<file path="src/rtl/watchdog_multi.sv">
// -----------------------------------------------------------------------------
// watchdog_multi
//
// A bank of NUM_CH independent watchdog channels on one clock. Each channel
// counts idle cycles while enabled. A heartbeat (kick) restarts the count. If
// the count reaches TIMEOUT-1 and no kick arrives, the channel trips. A
// tripped channel stays latched until clear_trigger. Any new trip also starts
// a force_reset pulse that lasts RST_PULSE cycles.
//
// Ports
//   clk            in   1       single clock, rising edge
//   rstn           in   1       asynchronous active-low reset
//   enable         in   NUM_CH  per-channel enable (level)
//   heartbeat      in   NUM_CH  per-channel kick; every high cycle is one kick
//   clear_trigger  in   1       returns every tripped channel to OFF
//   warning        out  NUM_CH  idle count >= WARN (held high while tripped)
//   triggered      out  NUM_CH  sticky trip flag
//   force_reset    out  1       system reset request pulse
//   fault_ch       out  4       lowest channel that tripped in the latest trip cycle
//
// Optional feature
//   WATCHDOG_WINDOW_EN  when defined, a kick in RUN while the count is below
//                       WIN_MIN is "early" and trips the channel. The first
//                       kick after entering RUN is exempt from this check.
// -----------------------------------------------------------------------------
module watchdog_multi #(
  parameter int     NUM_CH    = 4,
  parameter int     CNT_W     = 32,
  parameter longint TIMEOUT   = 1000,
  parameter longint WARN      = 750,
  parameter longint WIN_MIN   = 100,
  parameter int     RST_PULSE = 8
) (
  input  logic              clk,
  input  logic              rstn,
  input  logic [NUM_CH-1:0] enable,
  input  logic [NUM_CH-1:0] heartbeat,
  input  logic              clear_trigger,
  output logic [NUM_CH-1:0] warning,
  output logic [NUM_CH-1:0] triggered,
  output logic              force_reset,
  output logic [3:0]        fault_ch
);

`ifdef WATCHDOG_WINDOW_EN
  localparam bit WIN_ON = 1'b1;
`else
  localparam bit WIN_ON = 1'b0;
`endif

  localparam logic [CNT_W-1:0] CNT_LAST  = CNT_W'(TIMEOUT - 1);
  localparam logic [CNT_W-1:0] CNT_WARN  = CNT_W'(WARN);
  localparam logic [CNT_W-1:0] CNT_WIN   = CNT_W'(WIN_MIN);
  localparam logic [CNT_W-1:0] CNT_ONE   = CNT_W'(1);
  localparam logic [7:0]       PULSE_LEN = 8'(RST_PULSE);

  typedef enum logic [1:0] {CH_OFF, CH_RUN, CH_TRIP} ch_state_e;

  ch_state_e         state_q [NUM_CH];
  ch_state_e         state_d [NUM_CH];
  logic [CNT_W-1:0]  cnt_q   [NUM_CH];
  logic [CNT_W-1:0]  cnt_d   [NUM_CH];
  logic [NUM_CH-1:0] kicked_q, kicked_d;
  logic [NUM_CH-1:0] warn_d, trig_d;
  logic [NUM_CH-1:0] early, trip_now;
  logic [7:0]        pulse_q, pulse_d;
  logic              force_d;
  logic [3:0]        fault_d;

  // Per-channel next state.
  // NOTE: every variable gets its default at the top of the block, so no path
  // leaves one unassigned and no latch can be inferred.
  always_comb begin
    for (int i = 0; i < NUM_CH; i++) begin
      state_d[i]  = state_q[i];
      cnt_d[i]    = cnt_q[i];
      kicked_d[i] = kicked_q[i];
      warn_d[i]   = warning[i];
      trip_now[i] = 1'b0;
      // Early kick: only with the window enabled and only after the first kick.
      early[i]    = WIN_ON && kicked_q[i] && (cnt_q[i] < CNT_WIN);

      case (state_q[i])
        CH_OFF: begin
          cnt_d[i]  = '0;
          warn_d[i] = 1'b0;
          if (enable[i]) begin
            state_d[i]  = CH_RUN;
            kicked_d[i] = 1'b0;
          end
        end
        CH_RUN: begin
          if (!enable[i]) begin
            state_d[i] = CH_OFF;
            cnt_d[i]   = '0;
            warn_d[i]  = 1'b0;
          end else if (heartbeat[i] && !early[i]) begin
            // A legal kick beats a timeout in the same cycle.
            cnt_d[i]    = '0;
            warn_d[i]   = 1'b0;
            kicked_d[i] = 1'b1;
          end else if (heartbeat[i] || (cnt_q[i] == CNT_LAST)) begin
            trip_now[i] = 1'b1;
          end else begin
            // Only reached below CNT_LAST, so the count saturates there.
            cnt_d[i]  = cnt_q[i] + CNT_ONE;
            warn_d[i] = (cnt_d[i] >= CNT_WARN);
          end
          if (trip_now[i]) begin
            state_d[i] = CH_TRIP;
            warn_d[i]  = 1'b1;
          end
        end
        CH_TRIP: begin
          // Only channels already tripped are cleared; a channel tripping this
          // very cycle is still in RUN here, so its trip wins over the clear.
          if (clear_trigger) begin
            state_d[i] = CH_OFF;
            cnt_d[i]   = '0;
            warn_d[i]  = 1'b0;
          end
        end
        default: begin
          state_d[i] = CH_OFF;
          cnt_d[i]   = '0;
          warn_d[i]  = 1'b0;
        end
      endcase

      trig_d[i] = (state_d[i] == CH_TRIP);
    end
  end

  // Shared trip bookkeeping: pulse length counter and fault index.
  always_comb begin
    fault_d = fault_ch;
    // Descending scan so the lowest tripping channel is written last.
    for (int i = NUM_CH - 1; i >= 0; i--) begin
      if (trip_now[i]) fault_d = 4'(i);
    end
    if (|trip_now) begin
      pulse_d = PULSE_LEN;
    end else if (pulse_q != 8'd0) begin
      pulse_d = pulse_q - 8'd1;
    end else begin
      pulse_d = 8'd0;
    end
    // pulse_q counts the high cycles still owed including the current one,
    // so the output stays up while more than one remains.
    force_d = (|trip_now) || (pulse_q > 8'd1);
  end

  // NOTE: sequential state uses non-blocking assignments so every register
  // samples the pre-edge values regardless of statement order.
  // NOTE: the per-channel arrays are a handful of flops rather than a RAM,
  // so they are reset along with everything else.
  always_ff @(posedge clk or negedge rstn) begin
    if (!rstn) begin
      for (int i = 0; i < NUM_CH; i++) begin
        state_q[i] <= CH_OFF;
        cnt_q[i]   <= '0;
      end
      kicked_q    <= '0;
      warning     <= '0;
      triggered   <= '0;
      pulse_q     <= 8'd0;
      force_reset <= 1'b0;
      fault_ch    <= 4'd0;
    end else begin
      for (int i = 0; i < NUM_CH; i++) begin
        state_q[i] <= state_d[i];
        cnt_q[i]   <= cnt_d[i];
      end
      kicked_q    <= kicked_d;
      warning     <= warn_d;
      triggered   <= trig_d;
      pulse_q     <= pulse_d;
      force_reset <= force_d;
      fault_ch    <= fault_d;
    end
  end

endmodule

</file>
<file path="config.mk">
export PLATFORM = sky130hd
export DESIGN_NAME = watchdog_multi
export DESIGN_NICKNAME = d
export VERILOG_FILES = /design/src/rtl/watchdog_multi.sv
export SDC_FILE = /design/constraint.sdc
export NUM_CORES = 1
export LEC_CHECK = 0
export ABC_AREA = 1
export BUFFER_PORTS_ARGS = -buffer_cell sky130_fd_sc_hd__buf_2
export CELL_PAD_IN_SITES_DETAIL_PLACEMENT = 1
export CELL_PAD_IN_SITES_GLOBAL_PLACEMENT = 1
export CORE_MARGIN = 2
export CORE_UTILIZATION = 40
export CTS_CLUSTER_SIZE = 14
export DETAILED_ROUTE_END_ITERATION = 8
export GPL_ROUTABILITY_DRIVEN = 0
export PLACE_DENSITY = 0.77
export SLEW_MARGIN = 20
export SYNTH_ARGS = -nofsm -noshare
export SYNTH_HDL_FRONTEND = slang
export SYNTH_SLANG_ARGS = --single-unit
</file>
<file path="constraint.sdc">
create_clock -name clk -period 5.4 [get_ports clk]
set_input_delay 1.08 -clock clk [delete_from_list [all_inputs] [get_ports clk]]
set_output_delay 1.08 -clock clk [all_outputs]
set_load 0.05 [all_outputs]
</file>
======== Yosys cells after proc, flatten, opt, wreduce, memory -nomap -nowiden ========
Index checks and enable logic that the tools add are counted.
storage, ports and cells
  flip-flop bits (word level) ............. 157
  output and inout port bits .............. 13
  logic and storage cells ................. 158
operators by class
  add/subtract/negate cells ............... 5
  order comparisons ....................... 5
  equal/unequal tests ..................... 28
  mux-type cells .......................... 84
  reduce and logical (&&, ||, !) cells .... 20
operators with widths
  operator                                                                 number
  32-bit two-way mux                                                       13
  32-bit one-hot mux with 2 select lines                                   4
  32-bit by 1-bit adder with 32-bit output, second input constant          4
  32-bit by 10-bit == test with 1-bit output, second input constant        4
  32-bit by 10-bit >= comparator with 1-bit output, second input constant  4
  1-bit two-way mux                                                        37
  2-bit two-way mux                                                        16
  2-bit one-hot mux with 3 select lines                                    4
  5-bit inequality test, second input constant                             4
  2-bit == test, second input constant                                     8
  4-bit two-way mux                                                        4
  8-bit two-way mux                                                        2
  4-bit inequality test, second input constant                             4
  2-bit AND reduction                                                      8
  2-bit by 1-bit == test with 1-bit output, second input constant          4
  8-bit by 1-bit > comparator with 1-bit output, second input constant     1
  2-bit logical NOT                                                        4
  2-bit inequality test, second input constant                             4
  1-bit one-hot mux with 2 select lines                                    4
  8-bit nonzero test                                                       1
  8-bit by 1-bit subtractor with 8-bit output, second input constant       1
  1-bit logical OR                                                         5
  4-bit nonzero test                                                       1
  4-bit OR reduction                                                       1

======== Depth between registers and ports, before layout ========
Gate-level depths: netlist of run 1.
  depth in word-level cells ............... 11
  mapped depth ............................ 15

======== Least setup slack after synthesis of run 1 ========
No wires, ideal clock.
  path kind ............................... input to register
  start ................................... input heartbeat[3]
  end ..................................... register cnt_q[4] (netlist bit)
  library setup time ...................... 0.134 ns
  arrival time ............................ 2.177 ns
  required time ........................... 5.266 ns
  slack ................................... 3.090 ns
  stages on the path ...................... 12
  cells stage by stage .................... inv_1 -> nand2_1 -> nor3_2 -> nand4_1 -> nor2_2 -> nand2_2 -> nand2_4 -> inv_2 -> buf_6 -> nand2_4 -> buf_6 -> o22ai_1
between the ends
  word-level cells in the longest chain between the ends .. 3
  elaborated cells on any way between the ends .. 6
ends and longest elaborated chain
  what                                                                           RTL line  text
  start: declaration                                                             37        input logic [NUM_CH-1:0] heartbeat,
  32-bit two-way mux or 1-bit logical OR (tied branches)                         97, 102
  32-bit two-way mux or 4-bit inequality test (tied branches)                    --
  32-bit one-hot mux with 2 select lines or 2-bit AND reduction (tied branches)  --
  end signal: indexed assignment                                                 172       cnt_q[i] <= cnt_d[i];
  end: declaration                                                               61        logic [CNT_W-1:0] cnt_q [NUM_CH];
Several ways; a longest one is shown, not always the timed one.
A chain may end at the register's enable or synchronous reset.

======== Final worst setup path of run 1 ========
  start ................................... input enable[0]
  end ..................................... register cnt_q[96] (netlist bit)
between the ends
  word-level cells in the longest chain between the ends .. 2
  elaborated cells on any way between the ends .. 4
ends and longest elaborated chain
  what                                                                                     RTL line  text
  start: declaration                                                                       36        input logic [NUM_CH-1:0] enable,
  4-bit inequality test (no line) or 32-bit two-way mux (tied branches)                    --
  2-bit AND reduction (no line) or 32-bit one-hot mux with 2 select lines (tied branches)  --
Several ways; a longest one is shown, not always the timed one.

==> flow_summary_export.csv, run 1 <==
group,metric,value,unit
sta,period_needed,2.895,ns
place,io_buffers,21,
sta,setup_tns,0,ns
power,p_per_area,216.2,nW/um2
layout,final_util,0.4481,
worst_setup_path,timing.critical_path.arrival,3.23,ns
sta,setup_viol,0,
worst_setup_path,worstReg2RegEnd,"cnt_q[113]",
clocking,cts_tree,"done",
floorplanning,rows,58,
worst_setup_path,end_kind,"flop",
clocking,cts_sinks,155,
hold_path,whs_endpoint,"state_q[6]",
synthesis,avgSynthCellArea,6.667,um2
route,wl_per_cell,16.83,um
layout,fillCellCount,3360,
route,finalWirelength,32250,um
route,vias_per_cell,5.334,
layout,seqCellArea,3879,um2
worst_setup_path,cp_max_fo,36,
layout,diodes,0,
run_status,status,"finished clean",
clocking,clk_latency,0.44,ns
sta,fmax,345.4,MHz
clocking,h-tree-depth,4,
synthesis,yosysSeqAreaShare,0.3751,
floorplanning,core,25250,um2
clocking,ctsRootBufferMaster,"clkbuf_16",
hold_path,hold_depth,1,
global_routing,grt_pass1_wl,53720,um
layout,mostFrequentLayoutCell,"nand2_1",
worst_setup_path,cp_slowest_cell,"nand2_1",
worst_setup_path,path_cells,"buf_2 -> inv_1 -> nor2_1 -> nand3_1 -> nor3_2 -> nand3_2 -> nand2_4 -> inv_2 -> nand2_1 -> o21ai_0",
floorplanning,initial_core_util,0.4095,
hold_path,hold_path_class,"reg2reg",
synthesis,ys_warn_count,0,
worst_setup_path,r2r_start,"cnt_q[113]",
sta,post-route-period-util,0.5361,
route,vias,10220,
synthesis,synthCells,1551,
power,p_leak,0.005056,uW
sta,worst_slew_pin_slew,1.021,ns
layout,fin_nets,1595,
synthesis,synth-seq-cells,155,
clocking,ctsHoldBuffers,0,
clocking,clk_pin_slew,0.07,ns
global_routing,overflow,0,
synthesis,synth_cell_types,36,
sta,hold_viol,0,
worst_setup_path,r2r_slack,2.52,ns
sta,fin_skew,0.01896,ns
job,cap_violations,0,
floorplanning,die_area,27160,um2
worst_setup_path,crit_required,5.74,ns
route,drt_iter0_drc,573,
worst_setup_path,crit_type,"in2reg",
global_routing,antenna_found_initial,0,
layout,multi_input_area,5609,um2
clocking,cts_buffers,17,
floorplanning,die_y,164.8,um
sta,slew_headroom,0.3158,
route,postRouteAntennaNets,0,
global_routing,grt_pass1_vias,10560,
clocking,postCtsSetupBuffers,0,
worst_setup_path,max_stage_delay,0.71,ns
synthesis,synth_area,10340,um2
route,drc,0,
clocking,cts_buffer_depth,2,
floorplanning,io_pins,24,
hold_path,hp-start,"state_q[7]",
floorplanning,fp.dieW,164.8,um
global_routing,grtUsageTotal,0.2504,
route,drt_pass1_iterations,4,
clocking,cts_resized,0,
power,ir_drop,0.2140,mV
place,dpl.hpwl,24290,um
layout,syn_to_final_growth,9.437,%
layout,mostFrequentLayoutCells,"548 x nand2_1, 209 x nor2_1, 181 x inv_1",
global_routing,grt_max_degree,93,
layout,layout-drive-gt1-share,0.06999,
worst_setup_path,rr_worst_depth,10,
worst_setup_path,cp-start-kind,"input pin",
sta,rsz0062_at_grt,"no",
sta,finalMaxSlewViolations,0,
routing by layer:
metal	global-route usage	share of wire
met1	0.3318	0.47
met2	0.4386	0.49
met3	0.02662	0.023
met4	0.06047	0.014
met5	0	0
kinds of logic after synthesis:
group           count (synthesis)  synth area share
other cells                     1         0.0003626
flops                         155            0.3751
compound gates                135           0.07635
buf+inv                       209           0.08288
fa+ha+maj                      11           0.01331
xor+xnor                       42           0.03557
simple gates                  998            0.4165
synth_stat cells, drive strengths merged:
master,n,area [um2]
nand2,565,2183
nor2,232,988.4
inv,186,698.2
dfrtp,155,3879
nand3,117,595.6
o21ai,67,335.3
o22ai,59,394.1
nand4,34,212.7
xor2,33,289.0
buf,20,147.6
nor3,16,100.1
nor4,15,93.84
ha,11,137.6
nand3b,11,82.58
xnor2,9,78.83
and3,4,25.02
a21oi,3,15.01
and2,3,18.77
clkbuf,3,11.26
o21bai,3,22.52
o21a,2,15.01
a211oi,1,7.510
conb,1,3.750
or3,1,6.260
final cells by class:
type	instances	share of cell area
multi-input combinational	1188	0.4956
clock buffer	19	0.03914
clock inverter	13	0.01183
sequential	155	0.3427
timing repair buffer	25	0.01249
tap	330	0.03648
inverter	186	0.06169
worst max path at each step:
stage / start / slack [ns] / cells after the start / end
2_1_floorplan: heartbeat[3] / 3.09 / 12 / cnt_q[4]
6_report: enable[0] / 2.50 / 10 / cnt_q[96]
5_1_grt: cnt_q[113] / 2.22 / 10 / cnt_q[123]
3_3_place_gp: enable[0] / 2.17 / 10 / cnt_q[96]
3_5_place_dp: enable[0] / 2.10 / 10 / cnt_q[123]
4_1_cts: cnt_q[113] / 2.55 / 10 / cnt_q[122]
flip-flops by register name (all words and copies together), names as in the netlist:
| signal | cells |
|---|---|
| warning | 4 |
| state_q | 8 |
| force_reset | 1 |
| triggered | 4 |
| fault_ch | 2 |
| pulse_q | 8 |
| cnt_q | 128 |
power by group:
part	switching [uW]	internal (uW)	total, uW	leakage (uW)
combinational	49.6	10.6	60.2	0.00262
sequential	3.65	1160	1170	0.00216
clock	559	661	1220	0.000279
total	612	1830	2450	0.00506
metrics by stage:
| stage | setup WS (ns) | instance area, um2 | hold slack [ns] | power (uW) | instances |
|---|---|---|---|---|---|
| 6_report | 2.505 | 11320 | 0.4447 | 2447 | 1916 |
| 5_1_grt | 2.225 | 11320 | 0.4740 | 2518 | 1916 |
| 4_1_cts | 2.548 | 11320 | 0.4445 | 2472 | 1916 |
| 3_5_place_dp | 2.100 | 10740 | 0.4264 | 1252 | 1884 |
| 3_3_place_gp | 2.173 | 10740 | 0.4261 | 1251 | 1884 |
| 2_1_floorplan | 3.090 | 10340 | 0.4081 | 1214 | 1552 |
worst max-delay path, delay by kind of cell:
family	cells	cell delay [ns]
and+or+nand+nor	6	1.13
buffers and inverters	3	0.66
AOI/OAI and AO/OA	1	0.36
(Power assumes the default switching activity.)
==> inputs of run 2 (changes only) <==
Settings changed: PLACE_DENSITY 0.77 to 0.8.
Clock period 5.4 ns to 2.6 ns, I/O delays scaled along.
==> run 2 against run 1 <==
Against the previous run: sequential power up 110%; utilization rose by 0.85 points; design area up 1.9%; count of clock-buffer cells in the layout is the same; die area unchanged; global-route usage grew 1.3 points; power increased by 130%; flip-flop and latch count did not move.
==> flow_summary_export.csv, run 2 (synthesis results as in run 1) <==
group,metric,value,unit
global_routing,grtUsageTotal,0.2631,
route,finalWirelength,33920,um
layout,fin_nets,1607,
layout,mostFrequentLayoutCell,"nand2_1",
layout,regMostFlops,"cnt_q",
power,p_per_area,481.3,nW/um2
route,drt_iter0_drc,630,
sta,fin_skew,0.01526,ns
layout,fin_area,11530,um2
floorplanning,die_area,27160,um2
floorplanning,io_pins,24,
layout,largest_reg_flops,128,
place,dp.cells,1896,
clocking,cts_buffer_depth,2,
global_routing,grt_pass1_vias,11050,
clocking,h-tree-depth,4,
worst_setup_path,cp-start-kind,"flop",
worst_setup_path,cpLargestDelayFamily,"simple AND/OR/NAND/NOR gates",
global_routing,grt_pass1_wl,56750,um
route,vias_per_cell,5.372,
sta,post-route-period-util,0.9178,
worst_setup_path,cp_max_fo,24,
clocking,cts_resized,0,
place,io_buffers,21,
floorplanning,initial_core_util,0.4095,
route,postRouteAntennaNets,0,
route,drt_pass1_iterations,5,
floorplanning,rows,58,
floorplanning,die_y,164.8,um
place,dpl.hpwl,25270,um
hold_path,hold_path_class,"in2async",
worst_setup_path,crit_type,"reg2reg",
global_routing,overflow,0,
power,total_power,5551,uW
floorplanning,core,25250,um2
clocking,clk_pin_slew,0.07,ns
place,dpl_cell_area,10840,um2
global_routing,grt_max_degree,61,
sta,setup_viol,0,
layout,diodes,0,
sta,worst_slew_pin_slew,0.6296,ns
clocking,cts_buffers,17,
worst_setup_path,path_buf_inv,1,
power,ir_drop,0.4327,mV
layout,layout-drive-gt1-share,0.07760,
global_routing,antenna_found_initial,1,
route,vias,10360,
sta,rsz0062_at_grt,"no",
layout,top_regs,"cnt_q x128, pulse_q x8, state_q x8",
route,wl_per_cell,17.60,um
layout,layout.cells.non_filler,1928,
clocking,postCtsSetupBuffers,0,
clocking,clk_latency,0.44,ns
worst_setup_path,end_kind,"flop",
sta,period_needed,2.386,ns
clocking,ctsRootBufferMaster,"clkbuf_16",
sta,finalMaxSlewViolations,0,
clocking,cts_sinks,155,
power,p_leak,0.005172,uW
worst_setup_path,path_cells,"ha_1 -> nand2_2 -> nor3_2 -> nand4_1 -> nor2_2 -> nand2_2 -> nand2_4 -> inv_2 -> nand2_4 -> o21ai_0",
floorplanning,fp.dieW,164.8,um
layout,mostFrequentLayoutCells,"548 x nand2_1, 209 x nor2_1, 181 x inv_1",
job,cap_violations,0,
layout,syn_to_final_growth,11.52,%
run_status,status,"finished clean",
sta,slew_headroom,0.5803,
worst_setup_path,cp_slowest_cell,"dfrtp_1",
sta,hold_viol,0,
sta,setup_tns,0,ns
clocking,cts_tree,"done",
worst_setup_path,crit_required,2.90,ns
clocking,ctsHoldBuffers,0,
sta,whs,0.05169,ns
worst_setup_path,timing.critical_path.arrival,2.69,ns
worst_setup_path,max_stage_delay,0.44,ns
route,drc,0,
sta,fmax,419.1,MHz
run 2: area by class of cell:
cell class / count / area, um2
Multi-Input combinational cell: 1188 / 5609
Clock buffer: 19 / 452.9
Sequential cell: 155 / 3879
Clock inverter: 13 / 236.5
Fill cell: 3357 / 13720
Tap cell: 330 / 412.9
Timing Repair Buffer: 37 / 244.0
Inverter: 186 / 698.2
run 2: power breakdown:
part,switching (uW),internal [uW]
Sequential,7.18,2420
Combinational,112,30.2
Clock,1120,1860
run 2: routing by layer:
metal / vias up / global-route usage / share of wire
met5: - / 0 / 0.00038
met4: 2 / 0.08103 / 0.022
met3: 56 / 0.04345 / 0.033
met2: 172 / 0.4564 / 0.49
met1: 5105 / 0.3354 / 0.46
li1: 5023 / - / -
run 2: per-stage QoR:
stage | setup slack, ns | utilization
floorplan | 0.7492 | -
CTS | 0.2486 | 0.4566
global placement | 0.3148 | 0.4294
detailed placement | 0.2264 | 0.4294
finish | 0.2137 | 0.4566
global route | 0.02760 | 0.4566
run 2: path summary, 6_finish.rpt:
path                                   end  startpoint  slack (ns)  cells past startpoint
worst min register to register  state_q[6]  state_q[7]        0.45                      1
min in group clk                state_q[6]   enable[0]        0.37                      3
worst min-delay path            cnt_q[115]        rstn        0.05                      1
worst max register to register    cnt_q[2]    cnt_q[0]        0.21                     10
max in group asynchronous       pulse_q[4]        rstn        1.77                      2
worst max-delay path              cnt_q[2]    cnt_q[0]        0.21                     10
==> inputs of run 3 (changes only) <==
--- a/config.mk
+++ b/config.mk
@@ -7,5 +7,4 @@
 export LEC_CHECK = 0
 export ABC_AREA = 1
-export BUFFER_PORTS_ARGS = -buffer_cell sky130_fd_sc_hd__buf_2
 export CELL_PAD_IN_SITES_DETAIL_PLACEMENT = 1
 export CELL_PAD_IN_SITES_GLOBAL_PLACEMENT = 1
@@ -14,6 +13,7 @@
 export CTS_CLUSTER_SIZE = 14
 export DETAILED_ROUTE_END_ITERATION = 8
+export DONT_BUFFER_PORTS = 1
 export GPL_ROUTABILITY_DRIVEN = 0
-export PLACE_DENSITY = 0.8
+export PLACE_DENSITY = 0.78
 export SLEW_MARGIN = 20
 export SYNTH_ARGS = -nofsm -noshare
==> constraint.sdc (replaced) <==
create_clock -name clk -period 2.6 [get_ports clk]
set_input_delay 0.13 -clock clk [delete_from_list [all_inputs] [get_ports clk]]
set_output_delay 0.13 -clock clk [all_outputs]
set_load 0.05 [all_outputs]
==> run 3 against run 2 <==
Against the previous run: the run now ends with negative hold slack left; design area decreased by 1.2%; routed wire length shrank 1.6%; utilization decreased by 0.54 points; via count is 1.2% lower; first-iteration DRC count is 5.4% higher; flip-flop and latch count is the same; register-to-register slack got worse by 0.03 ns; critical path type unchanged.
==> flow_summary_export.csv, run 3 (synthesis results as in run 1) <==
group,metric,value,unit
layout,largest_reg_flops,128,
route,drt_iter0_drc,664,
layout,fillCellCount,3336,
layout,mostFrequentLayoutCells,"548 x nand2_1, 209 x nor2_1, 181 x inv_1",
job,cap_violations,0,
global_routing,grtUsageTotal,0.2587,
worst_setup_path,cp-start-kind,"flop",
sta,setup_viol,0,
place,io_buffers,0,
run_status,violations,"negative hold slack",
global_routing,antenna_found_initial,0,
route,vias_per_cell,5.355,
power,p_sw,1156,uW
clocking,cts_sinks,155,
sta,finalMaxSlewViolations,0,
sta,post-route-period-util,0.9284,
hold_path,hold_path_class,"in2async",
floorplanning,die_area,27160,um2
power,p_per_area,464.1,nW/um2
route,drc,0,
layout,layout-drive-gt1-share,0.06139,
layout,syn_to_final_growth,10.21,%
route,postRouteAntennaNets,0,
power,combPwrFrac,0.016,
worst_setup_path,crit_type,"reg2reg",
global_routing,overflow,0,
sta,rsz0062_at_grt,"no",
global_routing,grt_max_degree,156,
sta,fin_skew,0.01390,ns
clocking,cts_buffers,17,
power,p_clk_frac,0.526,
route,finalWirelength,33390,um
clocking,cts_tree,"done",
power,internal_power,4134,uW
worst_setup_path,rr_worst_depth,9,
sta,slew_headroom,0.6265,
worst_setup_path,crit_required,2.89,ns
clocking,ctsRootBufferMaster,"clkbuf_16",
clocking,clk_pin_slew,0.07,ns
layout,mostFrequentLayoutCell,"nand2_1",
global_routing,grt_pass1_vias,10690,
sta,worst_slew_pin_slew,0.5597,ns
floorplanning,rows,58,
clocking,cts_buffer_depth,2,
floorplanning,fp.dieW,164.8,um
layout,diodes,0,
run_status,status,"finished with violations",
floorplanning,io_pins,24,
power,p_leak,0.005041,uW
clocking,ctsHoldBuffers,6,
clocking,h-tree-depth,4,
worst_setup_path,cp_max_fo,16,
worst_setup_path,end_kind,"flop",
power,ir_drop,0.3436,mV
power,power_switching_share,0.2185,
layout,regMostFlops,"cnt_q",
clocking,postCtsSetupBuffers,0,
layout,top_regs,"cnt_q x128, pulse_q x8, state_q x8",
place,dpl.hpwl,24740,um
route,drt_pass1_iterations,5,
sta,whs,-0.6134,ns
sta,hold_viol,155,
global_routing,grt_pass1_wl,55450,um
sta,fmax,414.3,MHz
floorplanning,die_y,164.8,um
power,pwr-share-seq,0.458,
clocking,clk_latency,0.44,ns
sta,setup_tns,0,ns
layout,fin_nets,1589,
floorplanning,initial_core_util,0.4095,
route,vias,10230,
route,wl_per_cell,17.48,um
sta,period_needed,2.414,ns
layout,final_util,0.4513,
worst_setup_path,timing.critical_path.arrival,2.71,ns
floorplanning,core,25250,um2
## run 3: critical path, cell delays in order (launching register included)
cell and delay, ns:
dfrtp_1 0.47, ha_1 0.27, nand2_2 0.11, nor3_1 0.28
nand4_1 0.15, nor2_1 0.28, nand2_2 0.16, nand3_1 0.16
buf_4 0.27, o22ai_1 0.12
## run 3: what timing repair did
item / in CTS / in global routing
gates resized for setup: 0 / 2
hold endpoints to repair: 164 / 155
endpoints found under the setup margin: 0 / 2
## run 3: path summary, 6_finish.rpt
path | start | to | slack, ns
setup / recovery | cnt_q[64] | cnt_q[90] | 0.19
hold / removal | rstn | cnt_q[123] | -0.61
setup reg to reg | cnt_q[64] | cnt_q[90] | 0.19
hold reg to reg | state_q[7] | state_q[6] | 0.44
max in group asynchronous | rstn | cnt_q[99] | 2.94
min in group clk | enable[2] | state_q[2] | 0.08
## run 3: stage by stage
step | worst slack [ns] | area [um2] | instances | total power [uW]
3_3_place_gp | 0.3247 | 10700 | 1872 | 2540
4_1_cts | 0.1610 | 11390 | 1910 | 5328
3_5_place_dp | 0.2527 | 10700 | 1872 | 2542
2_1_floorplan | 0.7492 | 10340 | 1552 | 2521
5_1_grt | 0.05662 | 11400 | 1910 | 5432
6_report | 0.1862 | 11400 | 1910 | 5290
## run 3: power groups by stage
stage	Sequential (uW)	Clock, uW	Combinational [uW]
5_1_grt	2420	2920	90.5
4_1_cts	2420	2820	83.6
6_report	2420	2780	83.4
3_5_place_dp	2470	0	72.8
3_3_place_gp	2470	0	71.3
2_1_floorplan	2470	0	52.7
## run 3: layout make-up
class	instances	area [um2]	share of cell area
flip-flops and latches	155	3879	0.3403
inverters	186	700.7	0.06148
clock buffers	23	478.0	0.04194
multi-input cells	1188	5609	0.4921
clock inverters	9	160.2	0.01405
well taps	330	412.9	0.03623
repair buffers	19	157.7	0.01383
## run 3: layer usage
layer,global-route usage,up-vias,share of wire
met3,0.03918,52,0.038
li1,-,4985,-
met1,0.3324,5023,0.45
met5,0,-,0
met2,0.4479,169,0.49
met4,0.08142,0,0.022
